`src/rtl/pc_seq_pkg.sv`:
```
// Shared types and constants for the multicycle MIPS program-counter sequencer.
package pc_seq_pkg;

   typedef enum logic [1:0] {
      FETCH = 2'd0,
      EXEC  = 2'd1,
      HALT  = 2'd2
   } state_t;

   typedef enum logic [1:0] {
      ERR_NONE      = 2'b00,
      ERR_JR_ALIGN  = 2'b01,
      ERR_J_REGION  = 2'b10,
      ERR_TGT_ALIGN = 2'b11
   } err_t;

   localparam int unsigned PC_INC = 4;

endpackage

```
`src/rtl/pc_next_sel.sv`:
```
// Next-PC source selection (jr > jump > taken branch > sequential) and the
// target checks that apply to whichever source wins.
module pc_next_sel
   import pc_seq_pkg::*;
#(
   parameter int unsigned ADDR_W = 32
) (
   input  logic [ADDR_W-1:0] pc_plus4,
   input  logic              branch_en,
   input  logic              branch_taken,
   input  logic              jump_en,
   input  logic              jr_en,
   input  logic [ADDR_W-1:0] branch_offset,
   input  logic [ADDR_W-1:0] jump_target,
   input  logic [ADDR_W-1:0] jr_target,
   output logic [ADDR_W-1:0] next_pc,
   output err_t              err
);

   logic [ADDR_W-1:0] branch_target;

   assign branch_target = pc_plus4 + {branch_offset[ADDR_W-3:0], 2'b00};

   always_comb begin
      next_pc = pc_plus4;
      err     = ERR_NONE;
      if (jr_en) begin
         next_pc = jr_target;
         if (jr_target[1:0] != 2'b00) err = ERR_JR_ALIGN;
      end else if (jump_en) begin
         next_pc = jump_target;
         // Region must match pc+4: the upstream composition borrows those bits.
         if (jump_target[ADDR_W-1:ADDR_W-4] != pc_plus4[ADDR_W-1:ADDR_W-4])
            err = ERR_J_REGION;
         else if (jump_target[1:0] != 2'b00)
            err = ERR_TGT_ALIGN;
      end else if (branch_en && branch_taken) begin
         next_pc = branch_target;
         if (branch_target[1:0] != 2'b00) err = ERR_TGT_ALIGN;
      end
   end

endmodule

```
`src/rtl/pc_sequencer.sv`:
```
// Program counter owner: fetch handshake FSM, PC register and sticky
// error halt for the multicycle MIPS datapath.
module pc_sequencer
   import pc_seq_pkg::*;
#(
   parameter int unsigned       ADDR_W   = 32,
   parameter logic [ADDR_W-1:0] RESET_PC = '0
) (
   input  logic              clk,
   input  logic              rst,
   output logic              fetch_valid,
   input  logic              fetch_ready,
   input  logic              instr_done,
   input  logic              branch_en,
   input  logic              branch_taken,
   input  logic              jump_en,
   input  logic              jr_en,
   input  logic [ADDR_W-1:0] branch_offset,
   input  logic [ADDR_W-1:0] jump_target,
   input  logic [ADDR_W-1:0] jr_target,
   output logic [ADDR_W-1:0] pc,
   output logic [ADDR_W-1:0] pc_plus4,
   output logic              halted,
   output logic [1:0]        err_code
);

   state_t            state_q, state_d;
   logic [ADDR_W-1:0] pc_q;
   logic [ADDR_W-1:0] next_pc;
   err_t              sel_err;
   err_t              err_q;
   logic              halted_q;
   logic              commit;

   assign pc_plus4 = pc_q + ADDR_W'(PC_INC);
   assign commit   = (state_q == EXEC) && instr_done;

   pc_next_sel #(.ADDR_W(ADDR_W)) u_next_sel (
      .pc_plus4      (pc_plus4),
      .branch_en     (branch_en),
      .branch_taken  (branch_taken),
      .jump_en       (jump_en),
      .jr_en         (jr_en),
      .branch_offset (branch_offset),
      .jump_target   (jump_target),
      .jr_target     (jr_target),
      .next_pc       (next_pc),
      .err           (sel_err)
   );

   always_ff @(posedge clk) begin
      if (rst) state_q <= FETCH;
      else     state_q <= state_d;
   end

   always_comb begin
      state_d = state_q;
      unique case (state_q)
         FETCH:   if (fetch_ready) state_d = EXEC;
         EXEC:    if (instr_done)  state_d = (sel_err != ERR_NONE) ? HALT : FETCH;
         HALT:    state_d = HALT;
         default: state_d = FETCH;
      endcase
   end

   always_comb begin
      fetch_valid = (state_q == FETCH);
   end

   // A faulting commit leaves pc at the faulting instruction's address.
   always_ff @(posedge clk) begin
      if (rst) begin
         pc_q     <= RESET_PC;
         halted_q <= 1'b0;
         err_q    <= ERR_NONE;
      end else if (commit) begin
         if (sel_err == ERR_NONE) begin
            pc_q <= next_pc;
         end else begin
            halted_q <= 1'b1;
            err_q    <= sel_err;
         end
      end
   end

   assign pc       = pc_q;
   assign halted   = halted_q;
   assign err_code = err_q;

endmodule

```
`config.mk`:
```
export PLATFORM = sky130hd
export DESIGN_NAME = pc_sequencer
export DESIGN_NICKNAME = d
export VERILOG_FILES = /design/src/rtl/pc_seq_pkg.sv /design/src/rtl/pc_next_sel.sv /design/src/rtl/pc_sequencer.sv
export SDC_FILE = /design/constraint.sdc
export NUM_CORES = 1
export LEC_CHECK = 0
export ABC_AREA = 0
export BUFFER_PORTS_ARGS = -buffer_cell sky130_fd_sc_hd__buf_2
export CAP_MARGIN = 10
export CORE_AREA = 3 3 108 110
export DETAILED_ROUTE_END_ITERATION = 7
export DIE_AREA = 0 0 111 113
export GPL_TIMING_DRIVEN = 0
export PLACE_DENSITY = 0.72
export SYNTH_ARGS = -nofsm -noshare
export SYNTH_HDL_FRONTEND = slang
export SYNTH_SLANG_ARGS = --single-unit
export TNS_END_PERCENT = 10
```
`constraint.sdc`:
```
create_clock -name clk -period 12.2 [get_ports clk]
set_clock_uncertainty 0.05 [all_clocks]
set_input_delay 0 -clock clk [delete_from_list [all_inputs] [get_ports clk]]
set_output_delay 0 -clock clk [all_outputs]
set_load 0.05 [all_outputs]
```
==> results.ini <==
[setup_path]
crit_path_start_kind = register
crit_start = pc[4]
cpMaxStageDelayCell = nor3b_1
crit_arrival_ps = 5190
cp_cell_sequence = nand3_1, or2_1, clkbuf_1, or3_1, nor2_1, xnor2_1, ha_1, clkbuf_1, a21oi_1, o211ai_1, o32ai_1, a311oi_1, nor3b_1, nor3_1, nor4_1, a211oi_1, nor3_1
crit_path_end_kind = register
crit-reg2reg-launch = pc[4]
worst-path-max-fanout = 8
cp.required_ps = 12390
max_stage_delay_ps = 540
worstSetupPathType = reg -> reg

[pwr]
leakage_nw = 2.830
power.density_nw_per_um2 = 67.14
ir_drop_v = 0.00004513
p_total_mw = 0.4068

[synthesis]
synth_compound_area_share_pct = 31.62
netlist_area_um2 = 4808
synth-seq-cells = 37
syn_inst = 688
synth_top_family_by_area = compound AO/OA/AOI/OAI gates
async_flop_share_pct = 0
synth.net_count = 829
synth_area_per_cell_um2 = 6.989
ys_warn_count = 0
ys.flop_type = dfxtp_1
yosys.cell_types.count = 66
muxShareOfSynthArea_pct = 1.665
synthXorXnorAreaFrac_pct = 8.509
synth-adder-area-share_pct = 9.784
ys_seq_area_share_pct = 15.40
synth_edf_count = 0
synth-simple-area-share_pct = 27.37

[sta]
setup_tns_ps = 0
slew_violations = 0
max_freq_mhz = 199.8
fin_crit_sh_pct = 41.03
slew_headroom_pct = 37.71
setup_violations = 0
setup_slack_ps = 7194
timing.hold.ws_ps = 6.804
hold_violations = 0
fin_crit_ps = 5006
worst_pin_slew_ps = 927.3
rsz0062_at_grt = false

[run]
max-cap-violations = 0

[detailed_routing]
vias = 6251
viasPerCell = 6.153
drtIter0Drc = 623
drtAntennaViolNets = 0
wire_per_inst_um = 19.63
routed_wirelength_um = 19950
remaining_drc_errors = 0
dr.pass1.iters = 6

[global_route]
grt_pass1_wl_um = 30600
track_usage_pct = 30.37
grt_max_degree = 14
grt_pass1_vias = 5881
grt-busiest-layer = met2
use_met2_pct = 49.68
overflow = 0
antenna_found_initial = 0
grtUsageMet3_pct = 3.743
grtUsageMet1_pct = 40.26

[hold_path]
hp-start = jr_target[11]
min_path_type = in -> reg

[cts]
clock_path_buffers = 2
post_cts_buffers = 0
numCtsBuffers = 5
clock_latency_ps = 310
htreeDepth = 2
clk_pin_slew_ps = 100
cts.sink_count = 37
cts_tree = done
cts_root_buf = clkbuf_8
post_cts_resized = 0

[die]
fp.dieH_um = 113
io_pins = 172
core_um2 = 10790
initial_core_util_pct = 44.55
die_area_um2 = 12540
rows = 38
die_x_um = 111

[finish]
syn_to_final_growth_pct = 26.02
drive_gt1_share_pct = 22.83
final_cells = 1016
final_util_pct = 56.14
fin_nets = 1016
diodes = 0
design_area_um2 = 6060

[placed_design]
gp_congestion = 0.9735
place_ws_ps = 7365
placedCellCount = 996
port_buffers = 168
place_hpwl_um = 15190
placed_area_um2 = 5824

[run_status]
run_status = finished, final reports clean

state kept, by name (all words and copies together) (netlist names):
name / flops
err_code: 2
halted: 1
pc: 32
state_q: 2
cells in the final DEF (no fill, tap or decap), types with 4 or more instances in the layout:
cell,count
buf_2,169
nand2_1,88
nor4_1,5
ha_1,36
and3_1,11
a211oi_1,19
xnor2_1,22
and2_1,4
nor3_1,25
a21o_1,14
inv_1,16
clkbuf_8,5
or3_1,5
o21ai_0,48
nand2b_1,7
o22ai_1,13
o211ai_1,26
clkbuf_1,29
a31oi_1,4
o21a_1,5
nand3_1,27
a21oi_1,53
a311oi_1,7
xor2_1,22
buf_6,4
dfxtp_1,37
nor2b_1,4
a221oi_1,4
nor2_1,71
o21bai_1,4
buf_4,5
dlygate4sd3_1,12
mux2i_1,8
nand4_1,14
Yosys cell counts (all sizes together), types with 14 or more instances:
cell	count	area, um2
ha	36	450.4
nand3	27	135.1
inv	16	60.06
o211ai	27	207.7
nor2	71	266.5
a21oi	53	265.3
nor3	25	125.1
xor2	22	192.7
nand4	15	108.9
nand2	88	330.3
clkbuf	29	108.9
o21ai	48	240.2
a211oi	22	180.2
dfxtp	37	740.7
xnor2	22	192.7
a21o	14	105.1
power breakdown:
part           switching, mW  internal, mW
Clock                 0.0574        0.0614
Sequential           0.00581         0.124
Combinational          0.102        0.0558
worst max-delay path: cells and delay by family (launching register included):
kind	cells	cell delay, ps
xor gates and xnor gates	1	210
buffers and inverters	2	460
AOI/OAI and AO/OA	5	1120
and+or+nand+nor	8	2290
DFF	1	510
adders and majority gates	1	300
what timing repair did:
| action | 4_1_cts | 5_1_grt |
|---|---|---|
| endpoints found under the setup margin | 0 | 0 |
| hold endpoints to repair | 11 | 0 |
| hold buffers | 12 | 0 |
worst paths after layout:
check,cells after the start,slack [ps],to
min,4,7,pc[11]
max reg2reg,17,7190,pc[31]
max,17,7190,pc[31]
min reg2reg,2,400,halted
metal layers:
metal / vias up / routed length (um) / share of wire, %
met5: - / 0 / 0
li1: 2927 / - / -
met2: 394 / 8975 / 45
met3: 72 / 1947 / 9.8
met1: 2858 / 8254 / 41
met4: 0 / 767 / 3.8
cells by family (layout without fill, tap and decap cells):
| group | count (synthesis) | in the layout |
|---|---|---|
| buffers and inverters | 59 | 247 |
| adder cells (fa/ha/maj) | 37 | 37 |
| AO/OA/AOI/OAI | 226 | 226 |
| AND/OR/NAND/NOR | 276 | 276 |
| multiplexers | 8 | 8 |
| XOR/XNOR | 45 | 45 |
| flip-flops | 37 | 37 |
final cells by class:
class / count / area (um2)
Clock inverter: 3 / 46.29
Inverter: 17 / 63.81
Fill cell: 1094 / 4733
Tap cell: 140 / 175.2
Buffer: 42 / 207.7
Timing Repair Buffer: 180 / 960.9
Clock buffer: 5 / 68.82
Sequential cell: 37 / 740.7
Multi-Input combinational cell: 592 / 3796
(Power assumes the default switching activity.)
